### src/rtl/freq_div_pkg.sv
// Shared constants and state encoding for the programmable frequency divider.
package freq_div_pkg;

    localparam int unsigned FD_WIDTH         = 18;
    localparam int unsigned FD_DEFAULT_RATIO = 2;

    typedef enum logic {
        ST_IDLE = 1'b0,
        ST_RUN  = 1'b1
    } state_e;

endpackage : freq_div_pkg

### src/rtl/prog_freq_divider_if.sv
// Ratio-offer handshake: the offering side drives valid/ratio, the divider answers ready.
interface prog_freq_divider_if #(
    parameter int unsigned WIDTH = freq_div_pkg::FD_WIDTH
);

    logic             cfg_valid;
    logic [WIDTH-1:0] cfg_ratio;
    logic             cfg_ready;

    modport master (output cfg_valid, output cfg_ratio, input  cfg_ready);
    modport slave  (input  cfg_valid, input  cfg_ratio, output cfg_ready);

endinterface : prog_freq_divider_if

### src/rtl/freq_div_cfg.sv
// Ratio handshake: accepts offers, holds one pending ratio until the divider consumes it.
module freq_div_cfg
    import freq_div_pkg::*;
#(
    parameter int unsigned WIDTH = FD_WIDTH
) (
    input  logic              clk,
    input  logic              rstn,
    prog_freq_divider_if.slave cfg,
    input  logic              direct,      // an accepted ratio goes straight into the active ratio
    input  logic              consume,     // the pending ratio is moved into the active ratio
    output logic              fire,        // offer accepted this cycle
    output logic              pend,
    output logic [WIDTH-1:0]  pend_ratio
);

    logic             pend_q, pend_d;
    logic             ready_q, ready_d;
    logic [WIDTH-1:0] p_q, p_d;

    // Next pending state: consume clears, a non-direct acceptance captures the ratio.
    always_comb begin
        // NOTE: every combinational output gets a default first so no path infers a latch.
        pend_d  = pend_q;
        p_d     = p_q;
        fire    = cfg.cfg_valid && ready_q;
        if (consume) begin
            pend_d = 1'b0;
        end else if (fire && !direct) begin
            pend_d = 1'b1;
            p_d    = cfg.cfg_ratio;
        end
        ready_d = !pend_d;
    end

    // Handshake registers; ready is kept as its own flop so the output is registered.
    always_ff @(posedge clk) begin
        // NOTE: reset is sampled on the clock edge and all state updates are non-blocking.
        if (!rstn) begin
            pend_q  <= 1'b0;
            p_q     <= '0;
            ready_q <= 1'b1;
        end else begin
            pend_q  <= pend_d;
            p_q     <= p_d;
            ready_q <= ready_d;
        end
    end

    assign cfg.cfg_ready = ready_q;
    assign pend          = pend_q;
    assign pend_ratio    = p_q;

endmodule : freq_div_cfg

### src/rtl/prog_freq_divider.sv
// Programmable divider: period counter, tick pulse and square wave with ratio handover at wrap.
module prog_freq_divider
    import freq_div_pkg::*;
#(
    parameter int unsigned WIDTH         = FD_WIDTH,
    parameter int unsigned DEFAULT_RATIO = FD_DEFAULT_RATIO
) (
    input  logic             clk,
    input  logic             rstn,
    input  logic             en,
    input  logic             cfg_valid,
    input  logic [WIDTH-1:0] cfg_ratio,
    output logic             cfg_ready,
    output logic             tick,
    output logic             clk_out,
    output logic [WIDTH-1:0] count
);

    localparam logic [WIDTH-1:0] RESET_RATIO = WIDTH'(DEFAULT_RATIO);

    prog_freq_divider_if #(.WIDTH(WIDTH)) cfg_bus ();

    assign cfg_bus.cfg_valid = cfg_valid;
    assign cfg_bus.cfg_ratio = cfg_ratio;
    assign cfg_ready         = cfg_bus.cfg_ready;

    state_e           state_q, state_d;
    logic [WIDTH-1:0] a_q, a_d;
    logic [WIDTH-1:0] count_q, count_d;
    logic             tick_q, tick_d;
    logic             clk_out_q, clk_out_d;

    logic             run;
    logic             wrap;
    logic             direct;
    logic             consume;
    logic             fire;
    logic             pend;
    logic [WIDTH-1:0] pend_ratio;

    freq_div_cfg #(.WIDTH(WIDTH)) u_cfg (
        .clk        (clk),
        .rstn       (rstn),
        .cfg        (cfg_bus),
        .direct     (direct),
        .consume    (consume),
        .fire       (fire),
        .pend       (pend),
        .pend_ratio (pend_ratio)
    );

    // Next state, active ratio, counter and the registered output values.
    always_comb begin
        run  = (state_q == ST_RUN);
        // A is at least 1 whenever RUN is entered, so A-1 never underflows here.
        wrap = run && (count_q == a_q - 1'b1);

        // Ratio boundaries: leaving IDLE with en, or a wrap that keeps running.
        // en=0 wins over a wrap, so a pending ratio waits for re-entry.
        direct  = !run || (en && wrap);
        consume = pend && en && (!run || wrap);

        a_d = a_q;
        if (consume) begin
            a_d = pend_ratio;
        end else if (fire && direct) begin
            a_d = cfg_ratio;
        end

        state_d = state_q;
        unique case (state_q)
            ST_IDLE: if (en && (a_d != '0))          state_d = ST_RUN;
            ST_RUN:  if (!en || (wrap && a_d == '0)) state_d = ST_IDLE;
            default:                                 state_d = ST_IDLE;
        endcase

        count_d = '0;
        if ((state_d == ST_RUN) && run && !wrap) begin
            count_d = count_q + 1'b1;
        end

        tick_d    = (state_d == ST_RUN) && (count_d == a_d - 1'b1);
        clk_out_d = (state_d == ST_RUN) && (count_d < (a_d >> 1));
    end

    // State and output registers.
    always_ff @(posedge clk) begin
        if (!rstn) begin
            state_q   <= ST_IDLE;
            a_q       <= RESET_RATIO;
            count_q   <= '0;
            tick_q    <= 1'b0;
            clk_out_q <= 1'b0;
        end else begin
            state_q   <= state_d;
            a_q       <= a_d;
            count_q   <= count_d;
            tick_q    <= tick_d;
            clk_out_q <= clk_out_d;
        end
    end

    assign count   = count_q;
    assign tick    = tick_q;
    assign clk_out = clk_out_q;

endmodule : prog_freq_divider

### config.mk
export PLATFORM = sky130hd
export DESIGN_NAME = prog_freq_divider
export DESIGN_NICKNAME = d
export VERILOG_FILES = /design/src/rtl/freq_div_pkg.sv /design/src/rtl/prog_freq_divider_if.sv /design/src/rtl/freq_div_cfg.sv /design/src/rtl/prog_freq_divider.sv
export SDC_FILE = /design/constraint.sdc
export NUM_CORES = 1
export LEC_CHECK = 0
export CAP_MARGIN = 20
export CORE_ASPECT_RATIO = 0.5
export CORE_MARGIN = 5
export CORE_UTILIZATION = 53
export CTS_CLUSTER_DIAMETER = 120
export DETAILED_ROUTE_END_ITERATION = 10
export PLACE_DENSITY = 0.79
export SYNTH_ARGS = -nofsm -noshare
export SYNTH_HDL_FRONTEND = slang
export SYNTH_HIERARCHICAL = 1
export SYNTH_SLANG_ARGS = --single-unit
### constraint.sdc
create_clock -name clk -period 4.75 [get_ports clk]
set_input_delay 0.95 -clock clk [delete_from_list [all_inputs] [get_ports clk]]
set_output_delay 0.95 -clock clk [all_outputs]
set_load 0.01 [all_outputs]
---- After elaboration in Yosys (flattened, before gate mapping) ----
Cells that the tools add are included.
storage, ports and cells
  output and inout bits ................... 21
  word-level logic and storage cells ...... 48
  bits in registers ....................... 59
  bits of input ports ..................... 22
operators by class
  bitwise operators ....................... 2
  equal/unequal tests ..................... 2
  add/subtract/negate cells ............... 3
  magnitude comparators ................... 1
  multiplexer cells ....................... 8
  reduce and logical (&&, ||, !) cells .... 24
operators with widths
  cell                     number
  $mux W18                 3
  $eq A18 B18 Y1           2
  $sub A18 B1 Y18 const B  2
  $add A18 B1 Y18 const B  1
  $logic_not A18 Y1        1
  $lt A18 B17 Y1           1
  $reduce_bool A18 Y1      1
  $logic_and A1 B1 Y1      13
  $logic_not A1 Y1         5
  $mux W1                  4
  $logic_or A1 B1 Y1       3
  $not A1 Y1               2
  $pmux W1 S2              1
  $reduce_and A2 Y1        1

---- Depth between registers and ports, before layout ----
  word-level depth ........................ 18
  depth in mapped cells ................... 23
  mapped depth without buffers ............ 21

---- By module ----
The synthesis kept the hierarchy.
modules (own cells, without submodules)
  module             cells each  seq. area each (sq um)  area an instance (sq um)  instances
  prog_freq_divider  495         780.7                   3759.9                    1
  freq_div_cfg       86          400.4                   813.3                     1

---- Worst setup path after synthesis ----
No wires, ideal clock.
  path kind ............................... register to register
  start ................................... register a_q[3]
  end ..................................... register clk_out_q, in the netlist clk_out
  slack ................................... -0.048 ns
  data arrival time ....................... 4.676 ns
  buffers on the path ..................... 5
  required time ........................... 4.628 ns
  period minus slack after synthesis ...... 4.798 ns
  stages on the path, launching flop included .. 20
  path through ............................ dfxtp_1 > buf_6 > nor4_4 > nand4_2 > or4_4 > a2111oi_2 > nand4_2 > nand3_1 > clkbuf_1 > clkbuf_1 > buf_1 > clkbuf_1 > nor2_1 > ha_1 > o21a_1 > o21ai_0 > nand2b_1 > a21oi_1 > maj3_1 > o311a_1
on the way
  longest elaborated chain between the ends .. 18
RTL lines
  item                      RTL line                 RTL
  start: declaration        prog_freq_divider.sv:28  logic [WIDTH-1:0] a_q, a_d;
  start signal: assignment  prog_freq_divider.sv:90  a_q <= RESET_RATIO;
  start signal: assignment  prog_freq_divider.sv:96  a_q <= a_d;
  $sub A18 B1 Y18           prog_freq_divider.sv:56  wrap = run && (count_q == a_q - 1'b1);
  $eq A18 B18 Y1            prog_freq_divider.sv:56
  $logic_and A1 B1 Y1       prog_freq_divider.sv:56
  $logic_and A1 B1 Y1       prog_freq_divider.sv:60  direct = !run || (en && wrap);
  $logic_or A1 B1 Y1        prog_freq_divider.sv:60
  $logic_and A1 B1 Y1       prog_freq_divider.sv:66  end else if (fire && direct) begin
  $mux W18                  prog_freq_divider.sv:66
  $mux W18                  prog_freq_divider.sv:64  if (consume) begin
  (+3 left out)             --
  $mux W1                   prog_freq_divider.sv:73  ST_RUN: if (!en || (wrap && a_d == '0)) state_d = ST_IDLE;
  $pmux W1 S2               prog_freq_divider.sv:71  unique case (state_q)
  $logic_and A1 B1 Y1       prog_freq_divider.sv:78  if ((state_d == ST_RUN) && run && !wrap) begin
  $logic_and A1 B1 Y1 *     prog_freq_divider.sv:78
  $mux W18 *                prog_freq_divider.sv:78
  net count_d[1]            prog_freq_divider.sv:29  logic [WIDTH-1:0] count_q, count_d;
  $lt A18 B17 Y1 *          prog_freq_divider.sv:83  clk_out_d = (state_d == ST_RUN) && (count_d < (a_d >> 1));
  $logic_and A1 B1 Y1 *     prog_freq_divider.sv:83
  end signal: assignment    prog_freq_divider.sv:99  clk_out_q <= clk_out_d;
  end: declaration          prog_freq_divider.sv:31  logic clk_out_q, clk_out_d;
Mark *: on every way through the listed nets, which the timed path passes. The rest lies on a longest branch.
A chain may end at the register's enable or synchronous reset.

---- Worst setup path in the final report ----
  start ................................... register a_q[7]
  end ..................................... register clk_out_q, in the netlist clk_out
on the way
  longest elaborated chain between the ends .. 18
RTL lines
  item                              RTL line
  $sub A18 B1 Y18                   prog_freq_divider.sv:56
  $eq A18 B18 Y1                    prog_freq_divider.sv:56
  $logic_and A1 B1 Y1               prog_freq_divider.sv:56
  $logic_and A1 B1 Y1               prog_freq_divider.sv:60
  $logic_or A1 B1 Y1                prog_freq_divider.sv:60
  $logic_and A1 B1 Y1               prog_freq_divider.sv:66
  $mux W18                          prog_freq_divider.sv:66
  $mux W18                          prog_freq_divider.sv:64
  $logic_not A18 Y1                 prog_freq_divider.sv:73
  $logic_and A1 B1 Y1               prog_freq_divider.sv:73
  $logic_or A1 B1 Y1                prog_freq_divider.sv:73
  $mux W1                           prog_freq_divider.sv:73
  $pmux W1 S2                       prog_freq_divider.sv:71
  $logic_and A1 B1 Y1 (2 in a row)  prog_freq_divider.sv:78
  $mux W18                          prog_freq_divider.sv:78
  $lt A18 B17 Y1                    prog_freq_divider.sv:83
  $logic_and A1 B1 Y1 *             prog_freq_divider.sv:83
Mark *: on every way between the ends. The rest lies on a longest branch, timed or not.

==> impl_metrics.csv <==
group,metric,value,unit
run_status,status,"complete, no violations",
cells_and_area,syn_to_final_growth,22.8,%
sta,setup_violations,0,
die,die-width,141,µm
die,dieHeight,75.7,µm
sta,skew,0.00592,ns
worst_setup_path,crit_path_cell_trace,"nor4_4 > nand4_2 > or4_4 > a2111oi_2 > nand4_2 > a21o_4 > buf_4 > o21ai_0 > o22ai_2 > ha_1 > a21o_1 > a21o_1 > a21oi_1 > nor2b_1 > o21ai_0 > nand2b_1 > a2111oi_1 > o311a_1",
power,switchingPower,0.523,mW
global_route,gr-total-overflow,0,
sta,slew_headroom,0.269,
synth,synth_area,4570,µm²
synth,yosysSeqAreaShare,0.258,
drt,detail_route.wl_per_cell,18.9,µm
worst_setup_path,critPathTopFamily,"compound AO/OA/AOI/OAI gates",
placement,place_inst,742,
worst_setup_path,cp.depth,18,
drt,first_pass_iters,5,
drt,drt-initial-drc-count,406,
drt,post-route-drc-count,0,
power,total_power,1.66,mW
power,seq_power_share,0.328,
global_route,grt_max_degree,38,
die,start_util,0.558,
cells_and_area,stdcell_count,758,
die,ios,43,
global_route,antenna_found_initial,0,
synth,yosys_warnings,6,
clocking,clkLatencyLatePin,0.33,ns
worst_setup_path,r2r-start,"a_q[7]",
worst_setup_path,worst_ep_arrival_time,4.89,ns
worst_setup_path,end_kind,"flip-flop",
worst_setup_path,r2r_end,"clk_out",
worst_setup_path,critPathBufInv,1,
hold_path,hp-start,"u_cfg/pend_ratio[17]",
worst_setup_path,critical_path.slowest_cell,"or4_4",
cells_and_area,final_common_cell,"nand2_1",
global_route,grt_pass1_wl,22500,µm
placement,portBuffers,42,
clocking,cts_hold_buf,0,
clocking,clock_sinks,59,
sta,final-hold-violation-count,0,
die,coreArea,8200,µm²
clocking,cts-buffers-inserted,9,
synth,synth-async-reset-ratio,0,
cells_and_area,drive_gt1_frac,0.141,
power,ir_worst_vdd,192,µV
clocking,htreeDepth,3,
sta,tns,0,ns
cells_and_area,final_core_util,0.685,
placement,post-dp-hpwl,11100,µm
synth,ys_ff_latch,59,
cells_and_area,nets,682,
placement,place_ws,0.0445,ns
die,rows,23,
placement,place.gp.congestion,1.00,
global_route,first_global_vias,4163,
job,maxCapViolations,0,
synth,syn_avg_cell_area,7.87,µm²
worst_setup_path,max_stage_delay,0.52,ns
sta,worst_pin_slew,1.10,ns
worst_setup_path,crit_fanout,14,
sta,setup_ws,0.135,ns
drt,ant_nets,0,
power,p_leak,2.25,nW
clocking,clk_pin_slew,0.06,ns
drt,viasPerCell,6.03,
synth,synth_cell_types,76,
power,sw_frac_of_total,0.315,
clocking,cts_tree,"done",
worst_setup_path,path_class,"reg2reg",
sta,fin_crit,4.61,ns
die,die_area,10700,µm²
synth,synthFlopType,"dfxtp_1",
worst_setup_path,critPathLaunchType,"flip-flop",
synth,synth_edf_count,0,
sta,fmax,217,MHz
worst_setup_path,r2r_slack,0.14,ns
cells_and_area,final_cell_mix,"nand2_1 (80), nor2_1 (61), dfxtp_1 (58)",
hold_path,hold_end,"u_cfg/pend_ratio[17]",
worst_setup_path,required,5.03,ns
hold_path,hold_depth,2,
power,comb_power_share,0.265,
drt,vias,4572,
power,p_int,1.14,mW
drt,routed_wl,14300,µm
clocking,cts-root-buf,"clkbuf_16",
synth,synthCells,581,
hold_path,hold_path_class,"reg2reg",
clocking,clk_path_buf_depth,2,
sta,drv_slew,0,
sta,finalCritPeriodShare,0.972,
synth,synth_nets,622,
power,clockPowerShare,0.407,
global_route,track_usage,0.277,
worst_setup_path,rr_worst_depth,18,
power,powerDensity,296,nW/µm²
cells_and_area,num_antenna_cells,0,
-- state kept, by name, indices dropped and copies added, names as in the netlist --
signal	count
tick	1
u_cfg/pend_ratio	18
clk_out	1
a_q	18
run	1
count	18
u_cfg/cfg.cfg_ready	1
u_cfg/pend	1
-- worst max-delay path by stage --
stage	from	endpoint
floorplan	a_q[3]	clk_out
global placement	a_q[11]	tick
detailed placement	a_q[11]	tick
CTS	a_q[13]	tick
global route	a_q[7]	clk_out
finish	a_q[7]	clk_out
-- power by group through the flow --
| stage | sequential, mW | clock (mW) | combinational [mW] |
|---|---|---|---|
| after global routing | 0.548 | 0.704 | 0.478 |
| after floorplan | 0.541 | 0 | 0.291 |
| final | 0.545 | 0.678 | 0.441 |
| after global placement | 0.552 | 0 | 0.418 |
| after detailed placement | 0.553 | 0 | 0.418 |
| after CTS | 0.543 | 0.680 | 0.422 |
-- routing by layer --
metal | share of wire | track usage | up-vias
met5 | 0 | 0 | -
met4 | 0.014 | 0.0816 | 0
met3 | 0.10 | 0.0765 | 19
met2 | 0.37 | 0.373 | 223
met1 | 0.51 | 0.424 | 2144
li1 | - | - | 2186
-- cells in the mapped netlist (6+ instances only) --
master    instances  area, µm²
a21boi_0          8       60.1
a21o_1            6       45.0
a21oi_1          20        100
a31oi_1           7       43.8
and3_1           13       81.3
buf_6             7       78.8
clkbuf_1         15       56.3
dfxtp_1          59       1180
ha_1             19        238
inv_1            17       63.8
mux2i_1          19        190
nand2_1          80        300
nand2b_1          7       43.8
nand3_1          17       85.1
nand4_1          11       68.8
nor2_1           61        229
nor3_1           27        135
o21ai_0          23        115
xnor2_1          27        236
xor2_1           30        263
-- worst reg2reg max path, stage by stage, from the launching register on --
cell and delay (ns):
dfxtp_1 0.41, nor4_4 0.36, nand4_2 0.16, or4_4 0.52, a2111oi_2 0.40, nand4_2 0.22, a21o_4 0.31, buf_4 0.19
o21ai_0 0.11, o22ai_2 0.12, ha_1 0.33, a21o_1 0.19, a21o_1 0.17, a21oi_1 0.15, nor2b_1 0.06, o21ai_0 0.14
nand2b_1 0.09, a2111oi_1 0.41, o311a_1 0.24
-- kinds of logic (layout without fill, tap and decap cells) --
logic type,after synthesis,after routing,synth area share
AO/OA/AOI/OAI,112,112,0.175
XOR/XNOR,57,57,0.109
adder cells (fa/ha/maj),20,20,0.0542
buffers and inverters,52,117,0.0599
flip-flops,59,59,0.258
multiplexers,21,21,0.0465
AND/OR/NAND/NOR,260,260,0.297
-- timing repair --
item / in CTS / in global routing
buffers inserted: 0 / 0
endpoints found under the setup margin: 0 / 2
gates resized for setup: 0 / 14
-- area by class of cell --
cell class	count	area, µm²
Multi-Input combinational cell	470	3180
Fill cell	714	2580
Sequential cell	59	1180
Timing Repair Buffer	80	731
Clock buffer	12	256
Tap cell	112	140
Inverter	21	80.1
Clock inverter	4	48.8
-- per-stage QoR --
| stage | hold slack, ns | instance area (µm²) |
|---|---|---|
| floorplan | 0.435 | 4570 |
| global placement | 0.445 | 5250 |
| detailed placement | 0.453 | 5250 |
| CTS | 0.462 | 5550 |
| global route | 0.481 | 5620 |
| finish | 0.462 | 5620 |
Power figures use the tool's default switching activity.
